==> config.mk <==
export PLATFORM = sky130hd
export DESIGN_NAME = fifo_rd_arbiter_flat
export DESIGN_NICKNAME = d
export VERILOG_FILES = /design/src/rtl/fifo_rd_pkg.sv /design/src/rtl/fifo_rd_arbiter_if.sv /design/src/rtl/rr_pick.sv /design/src/rtl/fifo_rd_arbiter.sv /design/src/flat_wrapper.sv
export SDC_FILE = /design/constraint.sdc
export NUM_CORES = 1
export LEC_CHECK = 0
export CAP_MARGIN = 30
export CORE_UTILIZATION = 35
export CTS_CLUSTER_DIAMETER = 120
export CTS_CLUSTER_SIZE = 30
export DETAILED_ROUTE_END_ITERATION = 10
export PLACE_DENSITY = 0.7
export SYNTH_ARGS = -nofsm -noshare
export SYNTH_HDL_FRONTEND = slang
export SYNTH_SLANG_ARGS = --single-unit
==> constraint.sdc <==
create_clock -name rclk -period 2.7 [get_ports rclk]
set_input_delay 0.54 -clock rclk [delete_from_list [all_inputs] [get_ports rclk]]
set_output_delay 0.54 -clock rclk [all_outputs]
set_load 0.02 [all_outputs]
==> src/rtl/fifo_rd_pkg.sv <==
// Shared types for the FIFO read-side arbiter: FSM state encoding and burst counter width.
package fifo_rd_pkg;

    localparam int BURST_CNT_W = 4;

    typedef enum logic [1:0] {
        IDLE    = 2'd0,
        GRANT   = 2'd1,
        RELEASE = 2'd2
    } rd_state_e;

endpackage

==> src/rtl/fifo_rd_arbiter_if.sv <==
// FIFO read-port bundle between the consumers' FIFO-side driver (master) and the arbiter (slave).
interface fifo_rd_arbiter_if #(
    parameter int NUM_REQ    = 4,
    parameter int DATA_WIDTH = 8
);
    logic [NUM_REQ-1:0]    req;
    logic                  empty;
    logic [DATA_WIDTH-1:0] rdata;
    logic                  r_en;
    logic [NUM_REQ-1:0]    gnt;
    logic [NUM_REQ-1:0]    rd_valid;
    logic [DATA_WIDTH-1:0] rd_data;
    logic                  busy;

    modport master (
        output req, empty, rdata,
        input  r_en, gnt, rd_valid, rd_data, busy
    );

    modport slave (
        input  req, empty, rdata,
        output r_en, gnt, rd_valid, rd_data, busy
    );
endinterface

==> src/rtl/rr_pick.sv <==
// Combinational round-robin picker: first set request at or after rr_ptr_i, cyclically.
module rr_pick #(
    parameter int NUM_REQ = 4,
    parameter int IDX_W   = 2
) (
    input  logic [NUM_REQ-1:0] req_i,
    input  logic [IDX_W-1:0]   rr_ptr_i,
    output logic [NUM_REQ-1:0] grant_o,
    output logic [IDX_W-1:0]   idx_o,
    output logic               any_o
);
    logic [NUM_REQ-1:0] rot;
    logic [IDX_W-1:0]   off;

    // Modulo-NUM_REQ add; NUM_REQ need not be a power of two.
    function automatic logic [IDX_W-1:0] wrap_add(input logic [IDX_W-1:0] a,
                                                  input logic [IDX_W-1:0] b);
        logic [IDX_W:0] s;
        s = {1'b0, a} + {1'b0, b};
        if (s >= (IDX_W+1)'(NUM_REQ)) s = s - (IDX_W+1)'(NUM_REQ);
        return s[IDX_W-1:0];
    endfunction

    always_comb begin
        // NOTE: every always_comb output gets a default first so no path can infer a latch.
        rot = '0;
        for (int i = 0; i < NUM_REQ; i++) rot[i] = req_i[wrap_add(rr_ptr_i, IDX_W'(i))];
    end

    always_comb begin
        off = '0;
        for (int i = NUM_REQ - 1; i >= 0; i--) begin
            if (rot[i]) off = IDX_W'(i);
        end
    end

    assign any_o = |req_i;
    assign idx_o = wrap_add(rr_ptr_i, off);

    always_comb begin
        grant_o = '0;
        if (any_o) grant_o[idx_o] = 1'b1;
    end
endmodule

==> src/rtl/fifo_rd_arbiter.sv <==
// Round-robin scheduler sharing one FIFO read port among NUM_REQ consumers.
// Define FIFO_RD_BURST_LIMIT_EN to cap each grant at BURST_MAX words; otherwise a grant runs until req drops or the FIFO empties.
module fifo_rd_arbiter
    import fifo_rd_pkg::*;
#(
    parameter int NUM_REQ    = 4,
    parameter int DATA_WIDTH = 8,
    parameter int BURST_MAX  = 4,
    parameter int IDX_W      = 2
) (
    input  logic               rclk,
    input  logic               rrst_n,
    fifo_rd_arbiter_if.slave   bus
);
    if (NUM_REQ < 2 || NUM_REQ > 8 || BURST_MAX < 1 || BURST_MAX > 15) begin : g_bad_param
        $error("fifo_rd_arbiter: NUM_REQ must be 2..8 and BURST_MAX 1..15");
    end

    rd_state_e             state_q;
    logic [NUM_REQ-1:0]    gnt_q;
    logic [NUM_REQ-1:0]    rd_valid_q;
    logic [DATA_WIDTH-1:0] rd_data_q;
    logic [IDX_W-1:0]      g_idx_q;
    logic [IDX_W-1:0]      rr_ptr_q;

    logic [NUM_REQ-1:0]    pick_gnt;
    logic [IDX_W-1:0]      pick_idx;
    logic                  pick_any;
    logic                  r_en;
    logic                  burst_ok;
    logic                  burst_done;

    rr_pick #(
        .NUM_REQ (NUM_REQ),
        .IDX_W   (IDX_W)
    ) u_rr_pick (
        .req_i    (bus.req),
        .rr_ptr_i (rr_ptr_q),
        .grant_o  (pick_gnt),
        .idx_o    (pick_idx),
        .any_o    (pick_any)
    );

`ifdef FIFO_RD_BURST_LIMIT_EN
    localparam logic [BURST_CNT_W-1:0] BURST_LIM = BURST_CNT_W'(BURST_MAX);

    logic [BURST_CNT_W-1:0] burst_cnt_q;
    logic [BURST_CNT_W-1:0] burst_cnt_d;

    always_comb begin
        burst_cnt_d = burst_cnt_q;
        if (r_en && burst_cnt_q != BURST_LIM) burst_cnt_d = burst_cnt_q + BURST_CNT_W'(1);
    end

    assign burst_ok   = (burst_cnt_q < BURST_LIM);
    // Leave on the read that fills the quota so no idle GRANT cycle is wasted.
    assign burst_done = (burst_cnt_d == BURST_LIM);
`else
    assign burst_ok   = 1'b1;
    assign burst_done = 1'b0;
`endif

    // Empty gates the read in the same cycle, so the FIFO is never read while empty.
    assign r_en = (state_q == GRANT) & bus.req[g_idx_q] & ~bus.empty & burst_ok;

    always_ff @(posedge rclk or negedge rrst_n) begin
        if (!rrst_n) begin
            state_q     <= IDLE;
            gnt_q       <= '0;
            g_idx_q     <= '0;
            rr_ptr_q    <= '0;
            rd_valid_q  <= '0;
            rd_data_q   <= '0;
`ifdef FIFO_RD_BURST_LIMIT_EN
            burst_cnt_q <= '0;
`endif
        end else begin
            // NOTE: state uses non-blocking assignments so every register samples pre-edge values.
            rd_data_q  <= bus.rdata;
            rd_valid_q <= r_en ? gnt_q : '0;
            case (state_q)
                IDLE: begin
                    if (pick_any && !bus.empty) begin
                        gnt_q   <= pick_gnt;
                        g_idx_q <= pick_idx;
                        state_q <= GRANT;
                    end
                end
                GRANT: begin
`ifdef FIFO_RD_BURST_LIMIT_EN
                    burst_cnt_q <= burst_cnt_d;
`endif
                    if (!r_en || burst_done) begin
                        gnt_q   <= '0;
`ifdef FIFO_RD_BURST_LIMIT_EN
                        burst_cnt_q <= '0;
`endif
                        state_q <= RELEASE;
                    end
                end
                RELEASE: begin
                    rr_ptr_q <= (g_idx_q == IDX_W'(NUM_REQ - 1)) ? '0 : g_idx_q + IDX_W'(1);
                    state_q  <= IDLE;
                end
                default: state_q <= IDLE;
            endcase
        end
    end

    assign bus.r_en     = r_en;
    assign bus.gnt      = gnt_q;
    assign bus.rd_valid = rd_valid_q;
    assign bus.rd_data  = rd_data_q;
    assign bus.busy     = (state_q != IDLE);
endmodule

==> src/flat_wrapper.sv <==
// flat-port wrapper written by rule: the top's interface ports become plain ports
module fifo_rd_arbiter_flat import fifo_rd_pkg::*;
#(
    parameter int NUM_REQ    = 4,
    parameter int DATA_WIDTH = 8,
    parameter int BURST_MAX  = 4,
    parameter int IDX_W      = 2
)
  (rclk, rrst_n, bus_req, bus_empty, bus_rdata, bus_r_en, bus_gnt, bus_rd_valid, bus_rd_data, bus_busy);
  fifo_rd_arbiter_if #(.NUM_REQ(NUM_REQ), .DATA_WIDTH(DATA_WIDTH)) bus_i ();
  input  logic rclk;
  input  logic rrst_n;
  input wire logic [$bits(bus_i.req)-1:0] bus_req;
  input wire logic [$bits(bus_i.empty)-1:0] bus_empty;
  input wire logic [$bits(bus_i.rdata)-1:0] bus_rdata;
  output wire logic [$bits(bus_i.r_en)-1:0] bus_r_en;
  output wire logic [$bits(bus_i.gnt)-1:0] bus_gnt;
  output wire logic [$bits(bus_i.rd_valid)-1:0] bus_rd_valid;
  output wire logic [$bits(bus_i.rd_data)-1:0] bus_rd_data;
  output wire logic [$bits(bus_i.busy)-1:0] bus_busy;
  assign bus_i.req = bus_req;
  assign bus_i.empty = bus_empty;
  assign bus_i.rdata = bus_rdata;
  assign bus_r_en = bus_i.r_en;
  assign bus_gnt = bus_i.gnt;
  assign bus_rd_valid = bus_i.rd_valid;
  assign bus_rd_data = bus_i.rd_data;
  assign bus_busy = bus_i.busy;
  fifo_rd_arbiter #(.NUM_REQ(NUM_REQ), .DATA_WIDTH(DATA_WIDTH), .BURST_MAX(BURST_MAX), .IDX_W(IDX_W)) u_core (.rclk(rclk), .rrst_n(rrst_n), .bus(bus_i));
endmodule
==> flow_metrics.tcl, run 1 <==
set metrics [dict create \
    synth_cell_types 36 \
    area_delta_synth_final_pct 45.02 \
    critical_path.max_stage_delay_ns 0.48 \
    cp_top_family "buffers and inverters" \
    wl_per_cell_um 13.57 \
    die_y_um 58.50 \
    viasPerCell 5.198 \
    layout_common_cells "31 x clkdlybuf4s50_1, 22 x dfrtp_1, 12 x nand3_1" \
    numPortBuffers 32 \
    comb_power_share_pct 47.0 \
    htreeDepth 1 \
    routed_wirelength_um 2538 \
    synthCells 104 \
    swShare_pct 38.91 \
    firstDrtPassIters 4 \
    synth_nets 121 \
    cts.sinks 22 \
    yosysTopAreaCell "dfrtp_1" \
    num_rows 20 \
    antenna_found_initial 0 \
    cts_made_buffers 3 \
    route.vias.total 972 \
    drv_slew 0 \
    die_area_um2 3422 \
    rsz0062_at_grt "no" \
    synth_area_leaders "dfrtp_1 49%, nand3_1 5.4%, nor4_4 3.8%" \
    startpoint_type "input port" \
    clkTransAtPathRegs_ns 0.12 \
    power_frac_seq_pct 35.1 \
    timing.critical_path.fanout_max 4 \
    drive_gt1_share_pct 16.08 \
    hold_class "reg2reg" \
    initialDrtViolationCount 29 \
    cap_violations 0 \
    clock_latency_ns 0.30 \
    core_um2 3053 \
    gr-total-overflow 0 \
    hold_ws_ns 0.5546 \
    initial_utilization_pct 36.60 \
    holdBufCountCts 0 \
    grt_max_degree 23 \
    dp_hpwl_um 1843 \
    finalSetupTns_ns 0 \
    hold_violations 0 \
    p_per_area_nw_per_um2 876.4 \
    antenna_cells 0 \
    grt_usage_pct 14.79 \
    cts.path.max_buffers 2 \
    p_leak_nw 0.6799 \
    setup_viol 0 \
    min_from "u_core.g_idx_q[0]" \
    grt_pass1_vias 887 \
    worstPathCellList "clkdlybuf4s50_1 > or2_2 > o22ai_1 > and2_1 > dlygate4sd2_1" \
    grt_pass1_wl_um 3843 \
    power_switching_mw 0.5526 \
    seq_area_frac_synth_pct 49.27 \
    fin_ws_ns 0.1191 \
    max_freq_mhz 387.5 \
    peakVddDrop_uv 309.5 \
    final_common_cell "clkdlybuf4s50_1" \
    p_int_mw 0.8675 \
    status "finished, final reports clean" \
    endpoint_kind "output port" \
    boundaryPins 33 \
    die_w_um 58.50 \
    worstPathBufferInverterCount 2 \
    crit_required_ns 2.16 \
    fin_crit_sh_pct 95.59 \
    antenna_left 0 \
    synth_top_area_share_pct 49.27 \
    clockPowerShare_pct 17.9 \
    period_needed_ns 2.581 \
    tightest_slew_ns 0.5895 \
    drc 0 \
    place_congestion 0.8318 \
    num-nets-final 161 \
    cts-root-buf "clkbuf_4" \
    synth.avg_cell_area_um2 10.74 \
    cts_tree "built" \
    slowest_stage "clkdlybuf4s50_1" \
    critical_path_arrival_ns 2.04 \
    r2r_start "u_core.rr_ptr_q[0]" \
    startpoint "bus_empty" \
    worst-setup-path-type "in2out" \
    slew_headroom_pct 60.42 \
    dp_slack_ns -0.3246 \
    skew_ns 0.005922 \
    syn_area_um2 1117 \
    ys_warn_count 0 \
    synth_seq_cells 22 \
]
stage by stage:
step | power (mW) | utilization, % | area, um^2 | std cells
after floorplan | 0.9052 | - | 1117 | 104
after global placement | 1.078 | 49.92 | 1524 | 183
after detailed placement | 1.101 | 49.92 | 1524 | 183
after CTS | 1.347 | 51.60 | 1575 | 187
after global routing | 1.511 | 53.07 | 1620 | 187
final | 1.420 | 53.07 | 1620 | 187
cell usage after synthesis:
| cell type | count |
|---|---|
| nor3_1 | 1 |
| o221ai_1 | 3 |
| a211oi_1 | 1 |
| and3_1 | 4 |
| buf_6 | 1 |
| nor3b_1 | 3 |
| o21ai_0 | 6 |
| nand2_1 | 5 |
| a32o_1 | 1 |
| o21a_1 | 1 |
| o22ai_1 | 1 |
| a221o_1 | 1 |
| mux2_1 | 2 |
| inv_1 | 1 |
| ha_1 | 2 |
| xnor2_1 | 1 |
| nor4_4 | 2 |
| and2_1 | 1 |
| dfrtp_1 | 22 |
| or3b_2 | 1 |
| or2_1 | 2 |
| a32oi_1 | 1 |
| nor2_1 | 3 |
| xor2_1 | 1 |
| nand3_1 | 12 |
| or3_1 | 2 |
| mux2_2 | 1 |
| a211o_1 | 1 |
| nor2b_1 | 3 |
| nor4_1 | 4 |
| nand2b_1 | 4 |
| o31ai_1 | 1 |
| buf_2 | 5 |
| mux2i_1 | 2 |
| buf_4 | 1 |
| or2_2 | 1 |
registers in the layout, summed over array words and instances, names as in the netlist:
register,cells
u_core.g_idx_q,2
u_core.rr_ptr_q,2
u_core.state_q,2
u_core.bus.gnt,4
u_core.bus.rd_data,8
u_core.bus.rd_valid,4
final timing paths:
check,to,slack (ns),cells after the start
max reg2reg,u_core.bus.gnt[3],0.20,9
min in group asynchronous,u_core.bus.rd_data[5],0.57,2
max,bus_r_en,0.12,5
max in group asynchronous,u_core.state_q[0],1.92,2
min reg2reg,u_core.rr_ptr_q[0],0.55,1
min,u_core.rr_ptr_q[0],0.55,1
area by class of cell:
cell class | count | area [um^2]
Multi-Input combinational cell | 74 | 564.3
Fill cell | 281 | 1433
Clock buffer | 3 | 22.52
Sequential cell | 22 | 550.5
Timing Repair Buffer | 42 | 394.1
Inverter | 1 | 3.754
Tap cell | 44 | 55.05
Clock inverter | 1 | 30.03
power by group through the flow:
stage | Sequential (mW) | Clock, mW | Combinational, mW
after global routing | 0.509 | 0.268 | 0.734
after CTS | 0.494 | 0.254 | 0.600
final | 0.499 | 0.253 | 0.668
after global placement | 0.497 | 0 | 0.581
after floorplan | 0.480 | 0 | 0.426
after detailed placement | 0.500 | 0 | 0.601
per-layer routing:
metal	vias up	GRT usage [%]	part of all wire [%]
met5	-	0	0
met4	0	5.782	0.67
met3	2	3.736	7.2
met2	41	26.27	52
met1	469	17.06	40
li1	460	-	-
kinds of logic (layout without fill, tap and decap cells):
kind of cell / after synthesis / in the layout / share of synthesized area [%]
AO/OA/AOI/OAI: 17 / 17 / 10.98
buffers and inverters: 8 / 47 / 4.255
XOR/XNOR: 2 / 2 / 1.568
flip-flops: 22 / 22 / 49.27
AND/OR/NAND/NOR: 48 / 48 / 26.87
multiplexers: 5 / 5 / 4.815
adder cells (fa/ha/maj): 2 / 2 / 2.239
timing repair:
| action | in CTS | in global routing |
|---|---|---|
| setup endpoints to repair | 3 | 3 |
| buffers inserted | 0 | 0 |
| gates resized for setup | 1 | 7 |
No activity file was read; power rests on OpenSTA's default activity.
==> inputs of run 2 (changes only) <==
CELL_PAD_IN_SITES_DETAIL_PLACEMENT = 1   (was unset)
CELL_PAD_IN_SITES_GLOBAL_PLACEMENT = 1   (was unset)
PLACE_DENSITY = 0.86   (was 0.7)
==> flow_metrics.tcl, run 2 (synthesized netlist as in run 1, its figures left out) <==
set metrics [dict create \
    status "finished, final reports clean" \
    design_area_um2 1645 \
    die_y_um 58.50 \
    core_um2 3053 \
    wl_per_cell_um 18.19 \
    die_w_um 58.50 \
    viasPerCell 5.286 \
    crit_required_ns 2.95 \
    die_area_um2 3422 \
    hold_violations 0 \
    layout_common_cells "29 x clkdlybuf4s50_1, 22 x dfrtp_1, 12 x nand3_1, 12 x buf_4" \
    largest_reg_flops 8 \
    antenna_found_initial 0 \
    num_rows 20 \
    fin_crit_sh_pct 98.20 \
    cap_violations 0 \
    hold_class "in2async" \
    gr-total-overflow 0 \
    finalSetupTns_ns 0 \
    route.vias.total 999 \
    reg2reg_to "u_core.bus.gnt[1]" \
    period_needed_ns 2.651 \
    firstDrtPassIters 3 \
    cts.sinks 22 \
    setup_viol 0 \
    grt_pass1_vias 1064 \
    initialDrtViolationCount 11 \
    place_congestion 0.8167 \
    antenna_cells 0 \
    dp_hpwl_um 2438 \
    p_per_area_nw_per_um2 913.9 \
    placed_area_um2 1539 \
    worst-setup-path-type "in2reg" \
    cts.path.max_buffers 2 \
    antenna_left 0 \
    drv_slew 0 \
    timing.critical_path.fanout_max 3 \
    endpoint_kind "flop" \
    num-nets-final 163 \
    routed_wirelength_um 3437 \
    cts-root-buf "clkbuf_4" \
    cts_made_buffers 3 \
    r2r_cells 9 \
    startpoint_type "input port" \
    skew_ns 0.001413 \
    grt_max_degree 23 \
    cts_tree "built" \
    regToRegSetupSlack_ns 0.17 \
    clkTransAtPathRegs_ns 0.13 \
    clock_latency_ns 0.31 \
    p_leak_nw 0.7010 \
    worstPathBufferInverterCount 1 \
    cp_top_family "simple AND/OR/NAND/NOR gates" \
    slowest_stage "clkdlybuf4s50_1" \
    area_delta_synth_final_pct 47.26 \
    grt_pass1_wl_um 5161 \
    initial_utilization_pct 36.60 \
    worstPathCellList "clkdlybuf4s50_1 > a221o_1 > nand2_1 > o221ai_1 > ha_1 > or3b_4 > nor4_4 > o21ai_1 > nand3_1" \
    startpoint "bus_req[2]" \
    slew_headroom_pct 52.07 \
    grt_usage_pct 20.52 \
    drc 0 \
    numPortBuffers 32 \
    max_freq_mhz 377.2 \
    r2r_start "u_core.rr_ptr_q[0]" \
    boundaryPins 33 \
    tightest_slew_ns 0.7138 \
    drive_gt1_share_pct 17.24 \
    final_common_cell "clkdlybuf4s50_1" \
    critical_path_arrival_ns 2.90 \
    critical_path.max_stage_delay_ns 0.45 \
    rsz0062_at_grt "no" \
    peakVddDrop_uv 294.3 \
    htreeDepth 1 \
]
run 2: how the worst max path moves through the flow:
stage	to	slack, ns	cells past startpoint
after global routing	u_core.bus.gnt[1]	0.02	10
after global placement	u_core.bus.gnt[3]	-0.29	10
after floorplan	u_core.bus.gnt[3]	0.18	10
after detailed placement	u_core.bus.gnt[3]	-0.44	10
final	u_core.bus.gnt[1]	0.05	9
after CTS	u_core.bus.gnt[2]	0.05	10
run 2: report_power, final:
| part | total (mW) | internal (mW) | switching [mW] |
|---|---|---|---|
| sequential | 0.497 | 0.400 | 0.0969 |
| clock | 0.254 | 0.150 | 0.104 |
| combinational | 0.753 | 0.333 | 0.420 |
run 2: area by class of cell:
cell class / count / area (um^2)
Tap cell: 44 / 55.05
Fill cell: 348 / 1408
Clock buffer: 3 / 22.52
Sequential cell: 22 / 550.5
Timing Repair Buffer: 44 / 410.4
Clock inverter: 1 / 30.03
Inverter: 1 / 3.754
Multi-Input combinational cell: 74 / 573.1
run 2: worst register-to-register path, stage by stage, from the launching register on:
cell      delay [ns]
dfrtp_1         0.45
nor2b_1         0.15
a221o_1         0.30
nand2_1         0.07
o221ai_1        0.13
ha_1            0.35
or3b_4          0.44
nor4_4          0.35
o21ai_1         0.13
nand3_1         0.10
run 2: through the flow:
| step | utilization, % | hold slack, ns | instances | setup slack, ns | power (mW) |
|---|---|---|---|---|---|
| floorplan | - | 0.2444 | 104 | 0.1774 | 0.9052 |
| global route | 53.89 | 0.5697 | 189 | 0.01955 | 1.585 |
| global placement | 50.41 | 0.5226 | 185 | -0.2935 | 1.092 |
| CTS | 53.11 | 0.5694 | 189 | 0.04799 | 1.450 |
| finish | 53.89 | 0.5697 | 189 | 0.04865 | 1.504 |
| detailed placement | 50.41 | 0.5377 | 185 | -0.4383 | 1.145 |
run 2: routing by layer:
metal	global-route usage, %	vias up	share of wire (%)	wire, um
met2	41.05	23	54	1868
li1	-	465	-	-
met5	0	-	0	0
met4	6.122	0	1.4	48
met3	2.418	4	3.1	108
met1	22.28	507	41	1412
run 2: what timing repair did:
item,in CTS,in global routing
hold buffers,0,0
endpoints found under the setup margin,3,4
gates resized for setup,7,5
setup buffers,0,0
pin swaps,0,2
hold endpoints to repair,0,0
==> inputs of run 3 (changes only) <==
PLACE_DENSITY = unset   (was 0.86)
PLACE_DENSITY_LB_ADDON = 0.1   (was unset)
==> flow_metrics.tcl, run 3 (synthesized netlist as in run 1, its figures left out) <==
set metrics [dict create \
    route.vias.total 1015 \
    drv_slew 0 \
    grt_usage_pct 19.80 \
    cts.sinks 22 \
    final_common_cell "clkdlybuf4s50_1" \
    p_leak_nw 0.7274 \
    cts.path.max_buffers 2 \
    status "finished, final reports clean" \
    placed_area_um2 1546 \
    hold_class "reg2reg" \
    firstDrtPassIters 4 \
    worst-setup-path-type "in2reg" \
    num-nets-final 164 \
    grt_pass1_vias 1066 \
    drive_gt1_share_pct 21.23 \
    tightest_slew_ns 0.6748 \
    slowest_stage "clkdlybuf4s50_1" \
    gr-usage-met1_pct 24.17 \
    initial_utilization_pct 36.60 \
    core_um2 3053 \
    skew_ns 0.005203 \
    die_y_um 58.50 \
    timing.critical_path.fanout_max 2 \
    grt_max_degree 23 \
    hold_violations 0 \
    worstPathCellList "clkdlybuf4s50_1 > a221o_1 > nand2_1 > o221ai_2 > ha_1 > buf_4 > or3_4 > nor4_4 > o21ai_1 > nand3_1" \
    slew_headroom_pct 54.69 \
    post-route-util_pct 55.53 \
    num_rows 20 \
    grt_use_met2_pct 34.98 \
    viasPerCell 5.342 \
    gr-max-usage-layer "met2" \
    die_area_um2 3422 \
    largest_reg_flops 8 \
    design_area_um2 1695 \
    fin_crit_sh_pct 97.48 \
    cap_violations 0 \
    place_inst 186 \
    area_delta_synth_final_pct 51.74 \
    hold_ws_ns 0.5464 \
    antenna_cells 0 \
    fin_cells 190 \
    cts_setup_buffers 0 \
    startpoint_type "input port" \
    period_needed_ns 2.632 \
    p_per_area_nw_per_um2 908.8 \
    drc 0 \
    clkTransAtPathRegs_ns 0.12 \
    dp_hpwl_um 2261 \
    antenna_left 0 \
    critical_path_arrival_ns 2.89 \
    crit_required_ns 2.95 \
    endpoint_kind "flop" \
    wl_per_cell_um 16.21 \
    grt_pass1_wl_um 5071 \
    htreeDepth 1 \
    place_congestion 0.8245 \
    critical_path.max_stage_delay_ns 0.43 \
    setup_viol 0 \
    layout_common_cells "28 x clkdlybuf4s50_1, 22 x dfrtp_1, 12 x nand3_1, 12 x buf_4, 6 x nor4_4" \
    use_met3_pct 4.615 \
    boundaryPins 33 \
    routed_wirelength_um 3080 \
    die_w_um 58.50 \
    numPortBuffers 32 \
    cts-root-buf "clkbuf_4" \
    initialDrtViolationCount 29 \
    cts_made_buffers 3 \
    clock_latency_ns 0.31 \
    gr-total-overflow 0 \
    antenna_found_initial 0 \
    cts_tree "built" \
    max_freq_mhz 379.9 \
    peakVddDrop_uv 511.9 \
]
run 3: per-stage QoR:
step / TNS (ns) / power [mW] / setup slack, ns
final: 0 / 1.541 / 0.06795
after global routing: -0.01702 / 1.647 / -0.01702
after CTS: 0 / 1.472 / 0.01830
after detailed placement: -1.700 / 1.158 / -0.4527
after global placement: -1.153 / 1.131 / -0.2909
after floorplan: 0 / 0.9052 / 0.1774
run 3: timing repair:
item,in CTS,in global routing
pin swaps,0,6
endpoints found under the setup margin,5,4
resized for setup,8,16
hold buffers,0,0
run 3: layer usage:
metal | up-vias | wire length [um] | share of wire, %
li1 | 466 | - | -
met1 | 511 | 1333 | 43
met2 | 32 | 1524 | 49
met3 | 6 | 157 | 5.1
met4 | 0 | 65 | 2.1
met5 | - | 0 | 0
run 3: worst paths after layout:
check	endpoint	start	slack (ns)	cells past startpoint
hold / removal	u_core.bus.gnt[0]	u_core.bus.gnt[0]	0.55	2
min in group asynchronous	u_core.rr_ptr_q[1]	rrst_n	0.57	2
hold reg to reg	u_core.bus.gnt[0]	u_core.bus.gnt[0]	0.55	2
max in group asynchronous	u_core.bus.gnt[3]	rrst_n	1.90	2
setup reg to reg	u_core.bus.gnt[2]	u_core.rr_ptr_q[0]	0.13	10
setup / recovery	u_core.bus.gnt[2]	bus_req[2]	0.07	10
run 3: area by class of cell:
cell class / count / area (um^2)
fill: 338 / 1358
multi-input combinational: 74 / 605.6
sequential: 22 / 550.5
timing repair buffer: 45 / 427.9
tap: 44 / 55.05
clock inverter: 1 / 30.03
clock buffer: 3 / 22.52
inverter: 1 / 3.754
run 3: critical path: cells and delay by family:
| family | cells | cell delay, ns |
|---|---|---|
| AOI/OAI and AO/OA | 3 | 0.54 |
| adders and majority gates | 1 | 0.32 |
| buffers and inverters | 2 | 0.57 |
| and+or+nand+nor | 4 | 0.90 |
run 3: power by group:
group	leakage [nW]	switching [mW]	internal [mW]
registers	0.277	0.0956	0.400
clock network	0.0279	0.103	0.150
logic	0.423	0.419	0.373
total	0.727	0.617	0.923
